==> src/rtl/parking_gate_ctrl.sv <==
// -----------------------------------------------------------------------------
// parking_gate_ctrl
//
// Multi-lane parking admission controller. It keeps a registered free-space
// count and arbitrates simultaneous entry requests round-robin. At most one
// car is admitted per cycle. Each admitted lane's gate is held open for a
// fixed number of cycles, and departing cars credit a space back.
//
// Parameters
//   CAP_W            : width of the free-space count
//   CAPACITY         : total spaces (1 .. 2**CAP_W-1)
//   LANES            : number of entry lanes (1 .. 8)
//   GATE_OPEN_CYCLES : cycles a gate stays open after a grant (>= 1)
//
// Ports
//   i_clk              : clock, rising edge
//   i_rst_n            : synchronous active-low reset
//   i_entry            : per-lane car-present level
//   i_exit             : one-cycle pulse per departing car
//   o_parking_capacity : registered free-space count
//   o_enable           : one-hot, one-cycle grant pulse
//   o_reject           : one-cycle pulse per refused lane
//   o_gate_open        : per-lane gate drive
//   o_full             : high when the free-space count is zero
//   o_exit_err         : pulse when an exit arrives with no car in the lot
// -----------------------------------------------------------------------------
module parking_gate_ctrl #(
  parameter int CAP_W            = 8,
  parameter int CAPACITY         = 200,
  parameter int LANES            = 2,
  parameter int GATE_OPEN_CYCLES = 4
) (
  input  logic             i_clk,
  input  logic             i_rst_n,
  input  logic [LANES-1:0] i_entry,
  input  logic             i_exit,
  output logic [CAP_W-1:0] o_parking_capacity,
  output logic [LANES-1:0] o_enable,
  output logic [LANES-1:0] o_reject,
  output logic [LANES-1:0] o_gate_open,
  output logic             o_full,
  output logic             o_exit_err
);

  localparam int PTR_W = (LANES > 1) ? $clog2(LANES) : 1;
  localparam int TMR_W = (GATE_OPEN_CYCLES > 1) ? $clog2(GATE_OPEN_CYCLES) : 1;

  localparam logic [CAP_W-1:0] CAP_MAX  = CAP_W'(CAPACITY);
  localparam logic [TMR_W-1:0] TMR_LOAD = TMR_W'(GATE_OPEN_CYCLES - 1);
  localparam logic [PTR_W-1:0] PTR_LAST = PTR_W'(LANES - 1);

  typedef enum logic {
    ST_IDLE = 1'b0,
    ST_OPEN = 1'b1
  } lane_state_t;

  // Registered state
  lane_state_t      r_state [LANES];
  logic [TMR_W-1:0] r_timer [LANES];
  logic [PTR_W-1:0] r_ptr;
  logic [CAP_W-1:0] r_count;
  logic [LANES-1:0] r_elig_hist;
  logic [LANES-1:0] r_enable;
  logic [LANES-1:0] r_reject;
  logic             r_exit_err;

  // Combinational decisions for the current cycle
  logic [LANES-1:0] w_elig;
  logic [LANES-1:0] w_grant;
  logic [LANES-1:0] w_reject;
  logic             w_any_grant;
  logic [PTR_W-1:0] w_gidx;
  logic [PTR_W-1:0] w_ptr_next;
  logic [CAP_W-1:0] w_count_next;
  logic             w_exit_err;

  // Saturating count update: the count is held inside [0, CAPACITY].
  // A grant never happens at zero, and an unpaired exit at CAPACITY is blocked.
  function automatic logic [CAP_W-1:0] f_next_count(
    input logic [CAP_W-1:0] cnt,
    input logic             grant,
    input logic             ext
  );
    logic [CAP_W-1:0] res;
    res = cnt;
    if (grant && !ext) begin
      res = cnt - 1'b1;
    end else if (ext && !grant && (cnt != CAP_MAX)) begin
      res = cnt + 1'b1;
    end
    return res;
  endfunction

  // An exit with no matching grant while every space is already free means
  // the sensor reported a car that was never admitted.
  function automatic logic f_exit_err(
    input logic [CAP_W-1:0] cnt,
    input logic             grant,
    input logic             ext
  );
    return ext && !grant && (cnt == CAP_MAX);
  endfunction

  // A lane can only request while its gate is closed.
  always_comb begin
    w_elig = '0;
    for (int i = 0; i < LANES; i++) begin
      w_elig[i] = i_entry[i] && (r_state[i] == ST_IDLE);
    end
  end

  // Round-robin search: first eligible lane at or after r_ptr, wrapping.
  always_comb begin : arb
    int               idx;
    logic [PTR_W-1:0] idx_p;
    idx         = 0;
    idx_p       = '0;
    w_any_grant = 1'b0;
    w_gidx      = '0;
    w_grant     = '0;
    if (r_count != '0) begin
      for (int k = 0; k < LANES; k++) begin
        idx = int'(r_ptr) + k;
        if (idx >= LANES) begin
          idx = idx - LANES;
        end
        idx_p = PTR_W'(idx);
        if (!w_any_grant && w_elig[idx_p]) begin
          w_any_grant = 1'b1;
          w_gidx      = idx_p;
        end
      end
    end
    if (w_any_grant) begin
      w_grant[w_gidx] = 1'b1;
    end
  end

  assign w_ptr_next = (w_gidx == PTR_LAST) ? '0 : (w_gidx + 1'b1);

  // Reject only when eligibility rises, so a car waiting at a full lot
  // produces a single pulse rather than one per cycle.
  assign w_reject = (r_count == '0) ? (w_elig & ~r_elig_hist) : '0;

  assign w_count_next = f_next_count(r_count, w_any_grant, i_exit);
  assign w_exit_err   = f_exit_err(r_count, w_any_grant, i_exit);

  always_ff @(posedge i_clk) begin
    // Gate timers carry no meaning while the lane is idle, so they are
    // loaded on grant and left out of reset.
    for (int i = 0; i < LANES; i++) begin
      if (w_grant[i]) begin
        r_timer[i] <= TMR_LOAD;
      end else if ((r_state[i] == ST_OPEN) && (r_timer[i] != '0)) begin
        r_timer[i] <= r_timer[i] - 1'b1;
      end
    end

    if (!i_rst_n) begin
      r_count     <= CAP_MAX;
      r_ptr       <= '0;
      r_elig_hist <= '0;
      r_enable    <= '0;
      r_reject    <= '0;
      r_exit_err  <= 1'b0;
      for (int i = 0; i < LANES; i++) begin
        r_state[i] <= ST_IDLE;
      end
    end else begin
      r_count     <= w_count_next;
      r_elig_hist <= w_elig;
      r_enable    <= w_grant;
      r_reject    <= w_reject;
      r_exit_err  <= w_exit_err;
      if (w_any_grant) begin
        r_ptr <= w_ptr_next;
      end
      for (int i = 0; i < LANES; i++) begin
        case (r_state[i])
          ST_IDLE: begin
            if (w_grant[i]) begin
              r_state[i] <= ST_OPEN;
            end
          end
          ST_OPEN: begin
            if (r_timer[i] == '0) begin
              r_state[i] <= ST_IDLE;
            end
          end
          default: r_state[i] <= ST_IDLE;
        endcase
      end
    end
  end

  always_comb begin
    o_gate_open = '0;
    for (int i = 0; i < LANES; i++) begin
      o_gate_open[i] = (r_state[i] == ST_OPEN);
    end
  end

  assign o_parking_capacity = r_count;
  assign o_enable           = r_enable;
  assign o_reject           = r_reject;
  assign o_exit_err         = r_exit_err;
  assign o_full             = (r_count == '0);

endmodule
==> config.mk <==
export PLATFORM = sky130hd
export DESIGN_NAME = parking_gate_ctrl
export DESIGN_NICKNAME = d
export VERILOG_FILES = /design/src/rtl/parking_gate_ctrl.sv
export SDC_FILE = /design/constraint.sdc
export NUM_CORES = 1
export LEC_CHECK = 0
export BUFFER_PORTS_ARGS = -buffer_cell sky130_fd_sc_hd__buf_2
export CORE_UTILIZATION = 54
export CTS_BUF_LIST = sky130_fd_sc_hd__clkbuf_16
export DETAILED_ROUTE_END_ITERATION = 7
export GPL_TIMING_DRIVEN = 0
export PLACE_DENSITY_LB_ADDON = 0.3
export SETUP_SLACK_MARGIN = 0.05
export SLEW_MARGIN = 30
export SYNTH_ARGS = -nofsm -noshare
export SYNTH_HDL_FRONTEND = slang
export SYNTH_SLANG_ARGS = --single-unit
==> constraint.sdc <==
create_clock -name i_clk -period 2.8 [get_ports i_clk]
set_clock_uncertainty 0.15 [all_clocks]
set_input_delay 0.42 -clock i_clk [delete_from_list [all_inputs] [get_ports i_clk]]
set_output_delay 0.42 -clock i_clk [all_outputs]
set_load 0.03 [all_outputs]
=== Word level (Yosys, flattened, before mapping) ===
Memory sizes are Yosys's and may differ from the RTL's.
Index checks and enable logic that the tools add are counted.

* Memory bits (writable): 6
* Output and inout port bits: 16
* Memories: 2
* Input port bits: 5
* Word-level logic and storage cells: 107
* Register bits: 16

{| class="wikitable"
|+ Memory list
! memory !! words !! width !! rd ports !! clocked after Yosys merged registers in !! wr ports !! line !! RTL
|-
| r_timer || 2 || 2 || 2 || 0 || 2 || 59 || <nowiki>logic [TMR_W-1:0] r_timer [LANES];</nowiki>
|-
| r_state || 2 || 1 || 2 || 0 || 2 || 58 || <nowiki>lane_state_t r_state [LANES];</nowiki>
|}

* Muxes and demuxes: 52
* Bitwise logic cells: 10
* $add $sub $neg: 8
* Reductions and logical operators: 21
* Equality and inequality tests: 2
* Magnitude comparators: 6

{| class="wikitable"
|+ Operators by type and width
! operator !! number
|-
| 2-to-1 mux 1 bit || 46
|-
| 2-to-1 mux 8 bit || 2
|-
| logical AND 1 bit || 10
|-
| adder 8 x 1 -> 8 bit (second input constant) || 1
|-
| equality test 8 bit (second input constant) || 1
|-
| logical NOT 8 bit || 1
|-
| != test 8 bit (second input constant) || 1
|-
| nonzero test 8 bit || 1
|-
| subtractor 8 x 1 -> 8 bit (second input constant) || 1
|-
| less-than comparator 1 x 2 -> 1 bit (second input constant) || 3
|-
| 2-to-1 mux 2 bit || 3
|-
| bitwise OR 1 bit || 6
|-
| nonzero test 2 bit || 3
|-
| logical NOT 2 bit || 2
|-
| subtractor 2 x 1 -> 2 bit (second input constant) || 2
|-
| logical NOT 1 bit || 3
|-
| adder 1 x 1 -> 2 bit (second input constant) || 1
|-
| bitwise AND 2 bit || 1
|-
| greater-or-equal comparator 1 x 2 -> 1 bit (second input constant) || 1
|-
| greater-or-equal comparator 2 bit (second input constant) || 1
|-
| inverter 1 bit || 2
|-
| inverter 2 bit || 1
|-
| AND reduction 2 bit || 1
|-
| subtractor 1 bit (second input constant) || 2
|-
| other kinds (3) || 3
|}

=== Logic depth before layout (Yosys ltp) ===
* Word-level depth: 22
* Mapped depth: 10
* Mapped depth without buffers: 9

=== Least setup slack after synthesis ===
No wires, ideal clock.

* Path type: reg2reg
* Start point: register r_count[3] (netlist: o_parking_capacity[3])
* End point: register r_count[6] (netlist: o_parking_capacity[6])
* Arrival: 2,387 ps
* Slack: 139 ps
* Cell stages (with the launch flop): 11
* Library setup time: 123 ps
* Period minus slack after synthesis: 2,661 ps
* Data required time: 2,527 ps
* Path buffers: 1
* Cell sequence: dfxtp_1 buf_2 nor4_4 nand3_4 nand2_4 xnor2_1 ha_1 a21o_1 or3_1 a21boi_2 mux2_1

* Cells in the longest elaborated chain, start to end: 6
* Elaborated cells on any way between the ends: 12
* Those cells by class: add/sub: 2; eq/ne: 1; mux: 3; reduce/logical: 6

{| class="wikitable"
|+ RTL lines
! what !! line !! RTL
|-
| start: declaration || 61 || <nowiki>logic [CAP_W-1:0] r_count;</nowiki>
|-
| start signal: assignment || 170 || <nowiki>r_count <= w_count_next;</nowiki>
|-
| parallel branches: the longest is 6 deep, another holds adder 8 x 1 -> 8 bit || n/a ||
|}

Several ways; the timed one is not identified. The select of a mux whose other input is x is not followed.
A chain may end at the register's enable or synchronous reset.

=== Worst setup path in the final report ===
* Start point: register r_count[4] (netlist: o_parking_capacity[4])
* End point: register r_count[6] (netlist: o_parking_capacity[6])

Same word-level chain as after synthesis.

==> results.sh <==
export IMPL_cp_required_ns=2.79
export IMPL_final_area_mm2=0.001463
export IMPL_cts_tree="done"
export IMPL_grt_met3_usage=0.02804
export IMPL_post_drt_wl_per_cell_um=13.35
export IMPL_ys_ff_latch=22
export IMPL_yosysWarnings=0
export IMPL_slew_headroom=0.6916
export IMPL_clockBufferDepth=2
export IMPL_worst_hold_slack_ns=0.2495
export IMPL_hpwl_um=1711
export IMPL_drv_cap=0
export IMPL_worst_slew_pin_slew_ns=0.4626
export IMPL_syn2layout_area_growth_pct=21.64
export IMPL_via_per_inst=5.470
export IMPL_cts_max_level=1
export IMPL_muxShareOfSynthArea=0.04370
export IMPL_die_x_um=49.19
export IMPL_fillers=164
export IMPL_min_delay_start="r_elig_hist[0]"
export IMPL_path_clk_slew_ns=0.06
export IMPL_netlist_cell_type_count=37
export IMPL_syn_area_mm2=0.001202
export IMPL_ant_nets=0
export IMPL_async_flop_share=0
export IMPL_yosys_area_share_adder=0.03122
export IMPL_use_met2=0.4132
export IMPL_layout_common_cells="buf_2 (23), nand2_1 (18), dfxtp_1 (16), nor2_1 (10), buf_4 (7)"
export IMPL_antenna_found_initial=0
export IMPL_end_kind="flop"
export IMPL_dieHeight_um=49.19
export IMPL_grt_max_degree=13
export IMPL_path_class="reg2reg"
export IMPL_rsz0062_at_grt="false"
export IMPL_worst_setup_path_start_kind="flop"
export IMPL_initial_core_util=0.5947
export IMPL_clk_latency_ns=0.25
export IMPL_first_pass_iters=7
export IMPL_period_share=0.9509
export IMPL_r2r_start="o_parking_capacity[4]"
export IMPL_startpoint="o_parking_capacity[4]"
export IMPL_gp_congestion=0.8968
export IMPL_vias=1012
export IMPL_final_common_cell="buf_2"
export IMPL_ys_flop_type="dfxtp_1"
export IMPL_drtIter0Drc=15
export IMPL_status="complete, no violations"
export IMPL_fin_setup_tns_ns=0
export IMPL_setup_viol=0
export IMPL_seq_area_frac_synth=0.4079
export IMPL_avgSynthCellArea_um2=9.321
export IMPL_drc=0
export IMPL_timing_critical_path_arrival_ns=2.65
export IMPL_grt_util_met1=0.2343
export IMPL_slew_viol_final=0
export IMPL_fin_cells=185
export IMPL_power_leakage_nw=0.6516
export IMPL_drive_above_1_share=0.2911
export IMPL_port_buffers=20
export IMPL_grt_pass1_wl_um=4043
export IMPL_cts_made_buffers=3
export IMPL_clock_sinks=22
export IMPL_synthesis_nets=137
export IMPL_place_inst=176
export IMPL_syn_inst=129
export IMPL_synth_xor_area_frac=0.02914
export IMPL_overflow=0
export IMPL_synth_compound_area_share=0.1124
export IMPL_fp_dieArea_mm2=0.002419
export IMPL_pin_count=21
export IMPL_ir_drop_uv=487.6
export IMPL_final_nets=167
export IMPL_antenna_diode_count=0
export IMPL_fp_coreArea_mm2=0.002022
export IMPL_finalHoldViolCount=0
export IMPL_place_area_mm2=0.001336
export IMPL_cts_hold_buffers=0
export IMPL_rows=16
export IMPL_hp_class="reg2reg"
export IMPL_synth_enable_flop_cells=5
export IMPL_top_usage_layer="met2"
export IMPL_drt_wl_total_um=2469
export IMPL_yosys_area_share_simple=0.3267
export IMPL_cp_max_fo=9
export IMPL_synth_top_family_by_area="simple AND/OR/NAND/NOR gates"
export IMPL_grtUsageTotal=0.2221
export IMPL_root_buffer="clkbuf_16"
export IMPL_grt_pass1_vias=935
export IMPL_timing_fmax_ghz=0.3756
export IMPL_powerDensity_mw_per_mm2=641.8
export IMPL_min_period_ns=2.662
[worst max-delay path, cell delays in order, from the launching register on]
cell and delay, ns:
dfxtp_1 0.38, nor2_1 0.35, nand3_4 0.20, nand2_8 0.14
xnor2_1 0.07, ha_1 0.22, a21o_1 0.20, or3_1 0.36
a21boi_2 0.14, mux2_1 0.32
[synth_stat cells (4+ instances only)]
| cell type | n | area, um2 |
|---|---|---|
| dfxtp_1 | 17 | 340.3 |
| nand4_1 | 4 | 25.02 |
| nand2_1 | 18 | 67.56 |
| edfxtp_1 | 5 | 150.1 |
| nor2_1 | 10 | 37.54 |
| nand2b_1 | 6 | 37.54 |
| nand3_1 | 5 | 25.02 |
| inv_1 | 4 | 15.01 |
| nor4_1 | 4 | 25.02 |
| xnor2_1 | 4 | 35.03 |
[kinds of logic (layout without fill, tap and decap cells)]
| kind of cell | Yosys count | in the layout |
|---|---|---|
| DFF | 22 | 22 |
| xor gates and xnor gates | 4 | 4 |
| buffers and inverters | 12 | 41 |
| muxes | 5 | 5 |
| adders and majority gates | 3 | 3 |
| AOI/OAI and AO/OA | 16 | 16 |
| and+or+nand+nor | 67 | 67 |
[report_power, final]
group | switching [mW] | internal [mW] | total (mW)
Clock | 0.111 | 0.191 | 0.301
Sequential | 0.0215 | 0.359 | 0.380
Combinational | 0.162 | 0.0958 | 0.258
[routing by layer]
layer,share of wire,vias to the layer above
met2,0.51,30
met5,0,-
met3,0.038,9
met1,0.42,464
li1,-,509
met4,0.035,0
[worst paths after layout]
path	depth (start not counted)	slack, ns	to
min reg2reg	1	0.25	o_reject[0]
max	9	0.14	o_parking_capacity[6]
min	1	0.25	o_reject[0]
max reg2reg	9	0.14	o_parking_capacity[6]
[area by class of cell]
type                       count  area [um2]  area share
multi-input combinational     95       661.9      0.4525
sequential                    22       491.7      0.3362
timing repair buffer          25       137.6     0.09410
clock buffer                   3       75.07     0.05133
buffer                         6       33.78     0.02310
tap                           27       33.78     0.02310
inverter                       6       25.02     0.01711
clock inverter                 1       3.754    0.002566
[metrics by stage]
step                      power, mW    util  setup WS (ns)
final                        0.9388  0.7234         0.1376
after global routing         0.9853  0.7234        0.03342
after CTS                    0.9320  0.6999        0.05866
after detailed placement     0.6328  0.6609        0.07190
after global placement       0.6235  0.6609         0.1582
after floorplan              0.5776       -         0.1394
[registers in the layout (all words and copies together), names as in the netlist]
| name | count |
|---|---|
| o_enable | 2 |
| o_exit_err | 1 |
| o_parking_capacity | 8 |
| o_reject | 2 |
| r_elig_hist | 2 |
| r_ptr | 1 |
| r_state | 2 |
| r_timer | 4 |
[timing repair]
item	4_1_cts	5_1_grt
endpoints found under the setup margin	0	1
resized for setup	0	2
hold endpoints to repair	0	0
setup buffers	0	5
Power figures use the tool's default switching activity.
